<file path="src/rtl/fifo_flags_amisha_pkg.sv">
// Shared constants and elaboration helpers for the flagged synchronous FIFO.
// Holds default widths, the depth derivation and the parameter legality rule.
package fifo_flags_amisha_pkg;

  localparam int B_DEF     = 8;
  localparam int W_DEF     = 4;
  localparam int AF_TH_DEF = 14;
  localparam int AE_TH_DEF = 2;

  function automatic int depth_f(input int w);
    return 1 << w;
  endfunction

  function automatic bit params_ok(input int w, input int af_th, input int ae_th);
    return (ae_th >= 0) && (ae_th < af_th) && (af_th <= depth_f(w));
  endfunction

endpackage

</file>
<file path="src/rtl/fifo_flags_amisha_regfile.sv">
// Storage array for the FIFO: one registered write port, one asynchronous read port.
// Contents are deliberately not reset.
module fifo_regfile_amisha #(
  parameter int B_amisha = 8,
  parameter int W_amisha = 4
) (
  input  logic                clk_amisha,
  input  logic                i_we,
  input  logic [W_amisha-1:0] i_waddr,
  input  logic [B_amisha-1:0] i_wdata,
  input  logic [W_amisha-1:0] i_raddr,
  output logic [B_amisha-1:0] o_rdata
);

  logic [B_amisha-1:0] r_mem [2**W_amisha];

  always_ff @(posedge clk_amisha) begin
    if (i_we) r_mem[i_waddr] <= i_wdata;
  end

  assign o_rdata = r_mem[i_raddr];

endmodule

</file>
<file path="src/rtl/fifo_flags_amisha.sv">
// Synchronous FIFO with registered count, watermarks, sticky overflow/underflow
// and a synchronous flush. Head data is first-word fall-through.
module fifo_flags_amisha
  import fifo_flags_amisha_pkg::*;
#(
  parameter int B_amisha     = B_DEF,
  parameter int W_amisha     = W_DEF,
  parameter int AF_TH_amisha = AF_TH_DEF,
  parameter int AE_TH_amisha = AE_TH_DEF
) (
  input  logic                clk_amisha,
  input  logic                reset_amisha,
  input  logic                clr_amisha,
  input  logic                wr_amisha,
  input  logic                rd_amisha,
  input  logic [B_amisha-1:0] w_data_amisha,
  output logic [B_amisha-1:0] r_data_amisha,
  output logic                empty_amisha,
  output logic                full_amisha,
  output logic                almost_empty_amisha,
  output logic                almost_full_amisha,
  output logic [W_amisha:0]   count_amisha,
  output logic                overflow_amisha,
  output logic                underflow_amisha
);

  localparam int DEPTH = depth_f(W_amisha);
  localparam logic [W_amisha:0] DEPTH_C = DEPTH[W_amisha:0];
  localparam logic [W_amisha:0] AF_C    = AF_TH_amisha[W_amisha:0];
  localparam logic [W_amisha:0] AE_C    = AE_TH_amisha[W_amisha:0];

  generate
    if (!params_ok(W_amisha, AF_TH_amisha, AE_TH_amisha)) begin : g_bad_params
      $error("fifo_flags_amisha: need 0 <= AE_TH < AF_TH <= 2**W");
    end
  endgenerate

  logic [W_amisha-1:0] r_wptr;
  logic [W_amisha-1:0] r_rptr;
  logic [W_amisha:0]   r_count;
  logic                r_empty;
  logic                r_full;
  logic                r_ae;
  logic                r_af;
  logic                r_ovf;
  logic                r_unf;

  logic                w_wr_acc;
  logic                w_rd_acc;
  logic [W_amisha:0]   w_count_next;

  // Request/accept: wr (rd) is taken only when the registered full (empty) flag
  // is clear and no flush is pending; the opposite same-cycle op never matters.
  assign w_wr_acc = wr_amisha & ~r_full  & ~clr_amisha;
  assign w_rd_acc = rd_amisha & ~r_empty & ~clr_amisha;

  assign w_count_next = r_count + {{W_amisha{1'b0}}, w_wr_acc}
                                - {{W_amisha{1'b0}}, w_rd_acc};

  always_ff @(posedge clk_amisha or posedge reset_amisha) begin
    if (reset_amisha) begin
      r_wptr  <= '0;
      r_rptr  <= '0;
      r_count <= '0;
      r_empty <= 1'b1;
      r_full  <= 1'b0;
      r_ae    <= 1'b1;
      r_af    <= 1'b0;
      r_ovf   <= 1'b0;
      r_unf   <= 1'b0;
    end else if (clr_amisha) begin
      r_wptr  <= '0;
      r_rptr  <= '0;
      r_count <= '0;
      r_empty <= 1'b1;
      r_full  <= 1'b0;
      r_ae    <= 1'b1;
      r_af    <= 1'b0;
      r_ovf   <= 1'b0;
      r_unf   <= 1'b0;
    end else begin
      if (w_wr_acc) r_wptr <= r_wptr + 1'b1;
      if (w_rd_acc) r_rptr <= r_rptr + 1'b1;
      r_count <= w_count_next;
      r_empty <= (w_count_next == '0);
      r_full  <= (w_count_next == DEPTH_C);
      r_ae    <= (w_count_next <= AE_C);
      r_af    <= (w_count_next >= AF_C);
      if (wr_amisha & r_full)  r_ovf <= 1'b1;
      if (rd_amisha & r_empty) r_unf <= 1'b1;
    end
  end

  fifo_regfile_amisha #(
    .B_amisha (B_amisha),
    .W_amisha (W_amisha)
  ) u_regfile (
    .clk_amisha (clk_amisha),
    .i_we       (w_wr_acc),
    .i_waddr    (r_wptr),
    .i_wdata    (w_data_amisha),
    .i_raddr    (r_rptr),
    .o_rdata    (r_data_amisha)
  );

  assign empty_amisha        = r_empty;
  assign full_amisha         = r_full;
  assign almost_empty_amisha = r_ae;
  assign almost_full_amisha  = r_af;
  assign count_amisha        = r_count;
  assign overflow_amisha     = r_ovf;
  assign underflow_amisha    = r_unf;

endmodule

</file>
<file path="config.mk">
export PLATFORM = sky130hd
export DESIGN_NAME = fifo_flags_amisha
export DESIGN_NICKNAME = d
export VERILOG_FILES = /design/src/rtl/fifo_flags_amisha_pkg.sv /design/src/rtl/fifo_flags_amisha_regfile.sv /design/src/rtl/fifo_flags_amisha.sv
export SDC_FILE = /design/constraint.sdc
export NUM_CORES = 1
export LEC_CHECK = 0
export ABC_AREA = 1
export BUFFER_PORTS_ARGS = -buffer_cell sky130_fd_sc_hd__buf_2
export CORE_MARGIN = 1
export CORE_UTILIZATION = 61
export CTS_CLUSTER_SIZE = 10
export DETAILED_ROUTE_END_ITERATION = 7
export PLACE_DENSITY = 0.79
export SYNTH_ARGS = -nofsm -noshare
export SYNTH_HDL_FRONTEND = slang
export SYNTH_SLANG_ARGS = --single-unit
</file>
<file path="constraint.sdc">
create_clock -name clk_amisha -period 2.5 [get_ports clk_amisha]
set_input_delay 0.25 -clock clk_amisha [delete_from_list [all_inputs] [get_ports clk_amisha]]
set_output_delay 0.25 -clock clk_amisha [all_outputs]
set_load 0.02 [all_outputs]
</file>
==> metrics.txt, run 1 <==
endpoint class of the critical path output pin; series of cell instances along the critical path clkinv_2 -> buf_12 -> nand2_1 -> nand3_1 -> nand3_1 -> nand3_1 -> nand2_1 -> buf_2; floorplan die area 11400 um2; post-synthesis adder-cell area fraction 2.17%; Post-Syn Instances approximately 680; Final Max Tran Viols 0; Core Footprint ~10000 um2; met3 track utilization from global routing 4.98%; Post-DP HPWL approximately 9000 um; final core area utilization 72.4%; total power per unit cell area 861 nW/um2; worst path required time 2.25 ns; critical register-to-register path startpoint empty_amisha; via-per-instance ratio 5.40; total number of clock tree sinks 147; Critical Path Start r_rptr[0]; # IOs 32; data arrival time at the worst-slack endpoint ~2.1 ns; XOR/XNOR share of the synthesized area 0%; termination of the worst setup path r_data_amisha[6]; dominant combinational cell family by area after synthesis simple AND/OR/NAND/NOR gates; type of the worst min-delay path input port to flip-flop; worst-case vdd ir drop 0.523 mV; netlist area before placement 6680 um2; number of placement rows 37; launching element type of the critical path flip-flop; first-pass GRT wire length 22600 um; worst clock skew 0.00687 ns; Filler Cell Count 770; most frequent cells in the layout 156 x sky130_fd_sc_hd__nand2_1, 140 x sky130_fd_sc_hd__inv_1, 128 x sky130_fd_sc_hd__edfxtp_1, 121 x sky130_fd_sc_hd__nand3_1, 31 x sky130_fd_sc_hd__buf_2; r2r endpoint almost_empty_amisha; remaining antenna violation count after routing 0; met2 global-route usage 45.7%; wirelength, routed 14700 um; kind of cell adding the most delay to the critical path buffers and inverters; area growth from synthesis to final layout 13.3%; run status finished, final reports clean; CP max stage cell sky130_fd_sc_hd__dfrtp_2; count of distinct cell types in the synthesized netlist 20; Storage cell area 4320 um2; footprint of the multi-input gates 1680 um2; mux cell area share after synthesis 0%; total chip power 6.52 mW; share of cells above drive strength 1 12.0%; clock tree from TritonCTS done; Detailed Routing Iterations Pass 1 5; initial antenna violation count 0; remaining max-slew budget at the tightest pin 42.1%; number of levels the H-tree was split into 4; detailed-route via count between 4k and 5k; share of flip-flops with an asynchronous set or reset after synthesis ~13%; # diodes 0; overall die width 107 um; syn_nets roughly 700; count of unresolved DRC violations after routing 0; buffer levels on the longest clock path 2; static power due to leakage 3.34 nW; net count reported at finish approximately 740; unrepaired setup endpoints after global routing yes; Synth Flop Type sky130_fd_sc_hd__edfxtp_1; routability-driven placement congestion ratio ~0.88; achievable frequency 419 MHz; share of synthesized cell area in and, or, nand and nor gates 21.5%; cell seen most often among critical-path stages sky130_fd_sc_hd__nand3_1; Wirelength per Cell 17.0 um; sequential fraction of the synthesis area 64.7%; number of stages on the worst setup path 8; Hold Vio Cnt, Final 0; number of storage elements in the synthesis netlist 147; 1st-iter DRT viols 430; post-CTS clock slew at the launch and capture registers of the worst setup and hold paths 0.06 ns; chip height ~110 um; smallest hold slack 0.0349 ns; min cycle time layout 2.38 ns; global-route congestion overflow total 0; Reg2Reg Depth 14; number of buffers and inverters on the critical path 3; register-to-register path setup slack roughly 0.15 ns; largest net degree at the start of global routing 42; compound-cell area share of the yosys netlist 1.05%; total routing usage reported by global routing 27.6%; commonest non-fill, non-tap cell in the layout sky130_fd_sc_hd__nand2_1; type of the worst setup path flip-flop to output pin; worst stage delay on the critical path between 0.3 and 0.4 ns; # Max-Cap Violations 0; total of buffers placed on input and output ports 31; number of global-route vias before repair 4430; global routing usage on met1 36.1%; crit-path max FO 20; layer with the highest usage after global routing met2; initial core utilization 63.9%; per-instance average area after synthesis 9.90 um2; Clock Root Buffer sky130_fd_sc_hd__clkbuf_8; crit share post-route 95.4%; # setup viols final 0; clk_lat worst skew 0.52 ns; transition at the pin with the smallest max-transition slack 0.866 ns; count of flip-flops with a built-in enable after synthesis 128; CTS Buf Count 17; number of warnings reported in the yosys synthesis log 0
## repair_timing
action                     in CTS  in global routing
buffers inserted                0                  1
setup endpoints to repair       0                  9
hold endpoints to repair       19                  0
hold buffers                    4                  0
resized for setup               0                 14
## kinds of logic (layout without fill, tap and decap cells)
family                   count (synthesis)  count (layout)
adder cells (fa/ha/maj)                 11              11
buffers and inverters                  172             223
AO/OA/AOI/OAI                           14              14
flip-flops                             147             147
AND/OR/NAND/NOR                        331             331
## report_power, final
group,switching (mW),total (mW),internal [mW],leakage (nW)
Sequential,0.0579,2.84,2.79,1.40
Combinational,0.912,1.32,0.410,1.68
Clock,0.947,2.36,1.41,0.256
Total,1.92,6.52,4.60,3.34
## area by class of cell
cell class,count,area share [%]
clock buffer,18,5.52
clock inverter,14,1.85
tap,136,2.25
sequential,147,57.1
timing repair buffer,46,3.83
inverter,145,7.24
multi-input combinational,356,22.2
## cells in the mapped netlist (2+ instances only)
cell,number,area (um2)
sky130_fd_sc_hd__buf_6,3,33.8
sky130_fd_sc_hd__nand3_1,123,616
sky130_fd_sc_hd__o21ai_0,9,45.0
sky130_fd_sc_hd__edfxtp_1,128,3840
sky130_fd_sc_hd__nor2_1,33,124
sky130_fd_sc_hd__nand2_1,157,589
sky130_fd_sc_hd__inv_2,3,11.3
sky130_fd_sc_hd__nor3_1,2,10.0
sky130_fd_sc_hd__dfstp_2,2,52.6
sky130_fd_sc_hd__ha_1,10,125
sky130_fd_sc_hd__or2_0,15,93.8
sky130_fd_sc_hd__inv_1,142,533
sky130_fd_sc_hd__a21oi_1,5,25.0
sky130_fd_sc_hd__dfrtp_1,17,425
sky130_fd_sc_hd__buf_2,17,85.1
sky130_fd_sc_hd__buf_4,5,37.5
## metal layers
| layer | part of all wire, % | vias up |
|---|---|---|
| met5 | 0 | - |
| li1 | - | 2230 |
| met1 | 41 | 2219 |
| met2 | 51 | 179 |
| met3 | 6.2 | 27 |
| met4 | 2.0 | 0 |
## worst min path at each step
| stage | end | startpoint | cells past startpoint |
|---|---|---|---|
| floorplan | almost_full_amisha | reset_amisha | 1 |
| global placement | count_amisha[3] | reset_amisha | 2 |
| detailed placement | count_amisha[3] | reset_amisha | 2 |
| CTS | underflow_amisha | clr_amisha | 2 |
| global route | underflow_amisha | clr_amisha | 2 |
| finish | underflow_amisha | clr_amisha | 2 |
## flip-flops by register name, indices dropped and copies added, names as in the netlist
signal	count
u_regfile.r_mem	128
count_amisha	5
r_rptr	4
r_wptr	4
almost_empty_amisha	1
almost_full_amisha	1
empty_amisha	1
full_amisha	1
overflow_amisha	1
underflow_amisha	1
## stage by stage
step,worst slack [ns],instance area (um2),setup TNS (ns),std cells
global route,-0.0286,7570,-0.0286,862
finish,0.116,7570,0,862
floorplan,0.0997,6680,0,675
detailed placement,0.111,6930,0,825
global placement,0.141,6930,0,825
CTS,0.0485,7530,0,861
Power figures use the tool's default switching activity.
==> run 2, diff against run 1 <==
- CORE_MARGIN: 1 -> 4
- PLACE_DENSITY: 0.79 -> 0.89
==> metrics.txt, run 2 (same netlist as run 1, synthesis figures left out) <==
met3 track utilization from global routing 6.95%; 1st-iter DRT viols 495; run status finished, final reports clean; total number of clock tree sinks 147; worst setup slack after placement -0.0740 ns; count of unresolved DRC violations after routing 0; Final Max Tran Viols 0; buffer levels on the longest clock path 2; Wirelength per Cell 18.0 um; footprint of the multi-input gates 1690 um2; floorplan die area roughly 13000 um2; # Max-Cap Violations 0; global-route congestion overflow total 0; transition at the pin with the smallest max-transition slack around 0.8 ns; Clock Root Buffer sky130_fd_sc_hd__clkbuf_8; number of levels the H-tree was split into 4; net count reported at finish 732; total chip power 6.54 mW; # IOs 32; detailed-route via count 4864; overall die width around 110 um; unrepaired setup endpoints after global routing yes; crit share post-route 95.9%; most frequent cells in the layout 154 x sky130_fd_sc_hd__nand2_1, 137 x sky130_fd_sc_hd__inv_1, 128 x sky130_fd_sc_hd__edfxtp_1, 122 x sky130_fd_sc_hd__nand3_1, 31 x sky130_fd_sc_hd__buf_2; post-CTS clock slew at the launch and capture registers of the worst setup and hold paths 0.06 ns; Reg2Reg Depth 14; type of the worst setup path flip-flop to flip-flop; register-to-register path setup slack 0.10 ns; launching element type of the critical path flip-flop; critical register-to-register path startpoint empty_amisha; smallest hold slack approximately 0.027 ns; achievable frequency ~420 MHz; # diodes 0; worst-case vdd ir drop 0.708 mV; endpoint of the worst hold-timing path underflow_amisha; global routing usage on met1 ~31%; Placed Instances 820; clock tree from TritonCTS done; number of global-route vias before repair 4821; static power due to leakage 3.34 nW; total of buffers placed on input and output ports 31; final core area utilization 71.8%; series of cell instances along the critical path inv_1 -> nand2_2 -> nor2_1 -> ha_1 -> inv_1 -> ha_2 -> inv_2 -> fa_2 -> inv_1 -> nand2_1 -> o21ai_0 -> inv_1 -> nand2_1 -> nor2_1; commonest non-fill, non-tap cell in the layout sky130_fd_sc_hd__nand2_1; data arrival time at the worst-slack endpoint 2.86 ns; CP max stage cell sky130_fd_sc_hd__fa_2; Post-DP HPWL 9550 um; layer with the highest usage after global routing met2; Hold Path Depth 3; clk_lat worst skew about 0.53 ns; startpoint of the tightest hold check path rd_amisha; r2r endpoint almost_empty_amisha; # setup viols final 0; share of cells above drive strength 1 12.6%; remaining max-slew budget at the tightest pin a little under half; area growth from synthesis to final layout 12.9%; wirelength, routed approximately 15000 um; met2 global-route usage between 40% and 50%; type of the worst min-delay path input port to flip-flop; Detailed Routing Iterations Pass 1 6; Filler Cell Count 668; Total Neg Setup Slack 0 ns; initial antenna violation count 0; total routing usage reported by global routing 25.5%; Core Footprint 10500 um2; Hold Vio Cnt, Final 0; Worst Setup Slack, final just over 0.1 ns; min cycle time layout roughly 2.4 ns; first-pass GRT wire length 24700 um; Critical Path Start empty_amisha; worst path required time 2.96 ns; largest net degree at the start of global routing 81; post-route design area 7550 um2; Cell Count, Final, Fillers Out ~860; initial core utilization 63.6%; chip height around 110 um; remaining antenna violation count after routing 0; endpoint class of the critical path flip-flop; crit-path max FO 5; cell seen most often among critical-path stages sky130_fd_sc_hd__inv_1; Storage cell area around 4300 um2; total power per unit cell area slightly below 900 nW/um2; via-per-instance ratio approximately 5.7; worst stage delay on the critical path 0.56 ns; worst clock skew 0.00934 ns; Post-DP Area 6910 um2; routability-driven placement congestion ratio 0.870; number of placement rows 37; CTS Buf Count 17; Largest Register u_regfile.r_mem; max FFs per register 128
## run 2: how the worst max path moves through the flow
stage / to / slack [ns] / cells past startpoint
2_1_floorplan: full_amisha / 0.1 / 16
3_3_place_gp: full_amisha / 0.18 / 16
3_5_place_dp: almost_full_amisha / -0.07 / 15
4_1_cts: r_data_amisha[5] / 0.05 / 5
5_1_grt: full_amisha / -0.04 / 16
6_report: almost_empty_amisha / 0.10 / 14
## run 2: area by class of cell
type                       count  area share, %
multi-input combinational    356           22.4
clock buffer                  24           6.81
inverter                     145           7.25
clock inverter                 8          0.580
tap                          136           2.26
sequential                   147           57.3
timing repair buffer          41           3.45
## run 2: critical path: cells and delay by family, from the launching register on
kind,cells,cell delay [ns]
flops,1,0.54
buf+inv,5,0.28
fa+ha+maj,3,1.04
compound gates,1,0.07
simple gates,5,0.38
## run 2: metal layers
| metal | up-vias | wire, um |
|---|---|---|
| met4 | 0 | 530 |
| met3 | 55 | 1250 |
| li1 | 2218 | - |
| met2 | 283 | 7950 |
| met1 | 2308 | 5730 |
| met5 | - | 0 |
## run 2: timing repair
item | in CTS | in global routing
resized for setup | 2 | 18
endpoints found under the hold margin | 18 | 0
endpoints found under the setup margin | 4 | 13
hold buffers | 2 | 0
pin swaps | 1 | 8
setup buffers | 1 | 2
## run 2: where the power goes
| group | internal, mW | total [mW] | switching [mW] |
|---|---|---|---|
| clock | 1.42 | 2.35 | 0.931 |
| combinational | 0.419 | 1.34 | 0.922 |
| sequential | 2.79 | 2.85 | 0.0666 |
==> run 3, diff against run 2 <==
- ABC_AREA: 1 -> default
- CORE_UTILIZATION: 61 -> 60
- PLACE_DENSITY: 0.89 -> 0.88
==> metrics.txt, run 3 <==
buffer levels on the longest clock path 2; Post-DP HPWL 7470 um; leading cell type by number of instances after synthesis sky130_fd_sc_hd__edfxtp_1; Reg2Reg Depth 11; floorplan die area 11700 um2; static power due to leakage 2.61 nW; chip height 108 um; number of placement rows 36; register-to-register path setup slack 0.01 ns; 1st-iter DRT viols 315; run status finished, violations left; post-CTS clock slew at the launch and capture registers of the worst setup and hold paths 0.06 ns; # diodes 0; wirelength, routed 13100 um; number of global-route vias before repair 3343; remaining max-slew budget at the tightest pin 34.6%; Cell Count, Final, Fillers Out 546; Synth Flop Type sky130_fd_sc_hd__edfxtp_1; Placed Instances ~500; Core Footprint a little under 10000 um2; Wirelength per Cell 23.9 um; via-per-instance ratio ~5.9; final core area utilization 75.8%; type of the worst min-delay path input port to flip-flop; termination of the worst setup path r_data_amisha[3]; net count reported at finish 424; Detailed Routing Iterations Pass 1 4; # IOs 32; remaining antenna violation count after routing 0; Worst Setup Slack, final -0.111 ns; sequential fraction of the synthesis area 71.8%; critical register-to-register path startpoint empty_amisha; first-pass GRT wire length 19700 um; clock tree from TritonCTS done; netlist area before placement about 6000 um2; max FFs per register approximately 130; share of cells above drive strength 1 38.5%; most frequent cells in the layout 128 x sky130_fd_sc_hd__edfxtp_1, 34 x sky130_fd_sc_hd__nor2_1, 33 x sky130_fd_sc_hd__buf_4, 30 x sky130_fd_sc_hd__mux4_2, 25 x sky130_fd_sc_hd__buf_2; launching element type of the critical path flip-flop; clk_lat worst skew 0.52 ns; Hold Vio Cnt, Final 0; initial antenna violation count 0; count of flip-flops with a built-in enable after synthesis about 130; global-route congestion overflow total 0; r2r endpoint full_amisha; data arrival time at the worst-slack endpoint 2.36 ns; total power per unit cell area 1000 nW/um2; crit share post-route 104%; overall die width 108 um; Post-Syn Instances 324; detailed-route via count roughly 3.2k; unrepaired setup endpoints after global routing yes; crit-path max FO 3; # setup viols final 8; endpoint class of the critical path output pin; cell types with the highest counts after synthesis 128 x sky130_fd_sc_hd__edfxtp_1, 34 x sky130_fd_sc_hd__nor2_1, 25 x sky130_fd_sc_hd__mux4_2; type of the worst setup path flip-flop to output pin; Critical Path Start r_rptr[0]; Clock Root Buffer sky130_fd_sc_hd__clkbuf_8; min cycle time layout about 2.6 ns; Largest Register u_regfile.r_mem; syn_nets between 300 and 400; count of distinct cell types in the synthesized netlist 34; total routing usage reported by global routing 24.0%; number of warnings reported in the yosys synthesis log 0; Final Max Tran Viols 0; # Max-Cap Violations 0; Post-DP Area approximately 6500 um2; library cell occupying the most area in the post-synthesis netlist sky130_fd_sc_hd__edfxtp_1; transition at the pin with the smallest max-transition slack around 0.98 ns; share of flip-flops with an asynchronous set or reset after synthesis 12.9%; number of levels the H-tree was split into 4; post-route design area around 7400 um2; worst clock skew 0.0117 ns; violated checks negative setup slack; area share of the largest cell type after synthesis a little under two thirds; worst path required time approximately 2.3 ns; area growth from synthesis to final layout 23.0%; routability-driven placement congestion ratio ~0.8; per-instance average area after synthesis 18.6 um2; worst-case vdd ir drop 1.07 mV; number of storage elements in the synthesis netlist 147; achievable frequency 383 MHz; count of unresolved DRC violations after routing 0; largest net degree at the start of global routing 30; leading post-synthesis cells by cell area sky130_fd_sc_hd__edfxtp_1 64%, sky130_fd_sc_hd__mux4_2 9.3%, sky130_fd_sc_hd__dfrtp_1 7.1%; total chip power 7.43 mW; initial core utilization ~62%; total of buffers placed on input and output ports 31; total number of clock tree sinks 147; CTS Buf Count 17; commonest non-fill, non-tap cell in the layout sky130_fd_sc_hd__edfxtp_1
## run 3: report_power, final
group / internal [mW] / switching [mW] / total, mW
clock network: 1.64 / 1.02 / 2.65
logic: 0.949 / 0.942 / 1.89
registers: 2.80 / 0.0845 / 2.89
total: 5.39 / 2.04 / 7.43
## run 3: cell type report
cell class | count | area (um2)
Sequential cell | 147 | 4330
Tap cell | 133 | 166
Clock buffer | 18 | 418
Clock inverter | 14 | 203
Fill cell | 542 | 2370
Multi-Input combinational cell | 151 | 1640
Inverter | 10 | 37.5
Timing Repair Buffer | 73 | 614
## run 3: worst min path at each step
stage | to | cells past startpoint | slack [ns] | startpoint
final | full_amisha | 3 | 0.1 | clr_amisha
after CTS | full_amisha | 3 | 0.07 | clr_amisha
after floorplan | almost_full_amisha | 1 | 0.20 | reset_amisha
after global routing | u_regfile.r_mem[0][2] | 1 | 0.11 | w_data_amisha[2]
after detailed placement | underflow_amisha | 2 | 0.41 | reset_amisha
after global placement | overflow_amisha | 2 | 0.39 | reset_amisha
## run 3: metrics by stage
stage / hold WS (ns) / TNS (ns) / worst slack [ns]
after CTS: 0.0720 / -0.835 / -0.137
after global placement: 0.388 / 0 / 0.0303
final: 0.0987 / -0.657 / -0.111
after global routing: 0.106 / -1.31 / -0.180
after detailed placement: 0.407 / -0.0490 / -0.0157
after floorplan: 0.200 / 0 / 0.0237
## run 3: cell families after synthesis
group                    after synthesis  synth area share (%)
buffers and inverters                 26                  2.62
flip-flops                           147                  71.8
AND/OR/NAND/NOR                       64                  4.97
XOR/XNOR                              10                  1.45
AO/OA/AOI/OAI                         25                  2.89
adder cells (fa/ha/maj)               11                  2.41
multiplexers                          41                  13.9
## run 3: metal layers
layer | share of wire, % | GRT usage, % | vias to the layer above
met2 | 55 | 40.8 | 132
met5 | 0 | 0 | -
met4 | 1.1 | 7.66 | 0
li1 | - | - | 1411
met1 | 37 | 31.2 | 1667
met3 | 6.5 | 5.25 | 13
## run 3: worst max-delay path: stages (launching register included)
cell and delay, ns:
sky130_fd_sc_hd__dfrtp_2 0.41, sky130_fd_sc_hd__buf_4 0.15, sky130_fd_sc_hd__mux4_2 0.53, sky130_fd_sc_hd__nor2b_1 0.18, sky130_fd_sc_hd__a211oi_2 0.24, sky130_fd_sc_hd__a21oi_1 0.10, sky130_fd_sc_hd__buf_4 0.23
## run 3: timing repair
action | in CTS | in global routing
endpoints found under the setup margin | 12 | 12
hold buffers | 3 | 0
gates resized for setup | 31 | 16
cloned | 1 | 0
setup buffers | 8 | 3
hold endpoints to repair | 19 | 0
pin swaps | 5 | 6
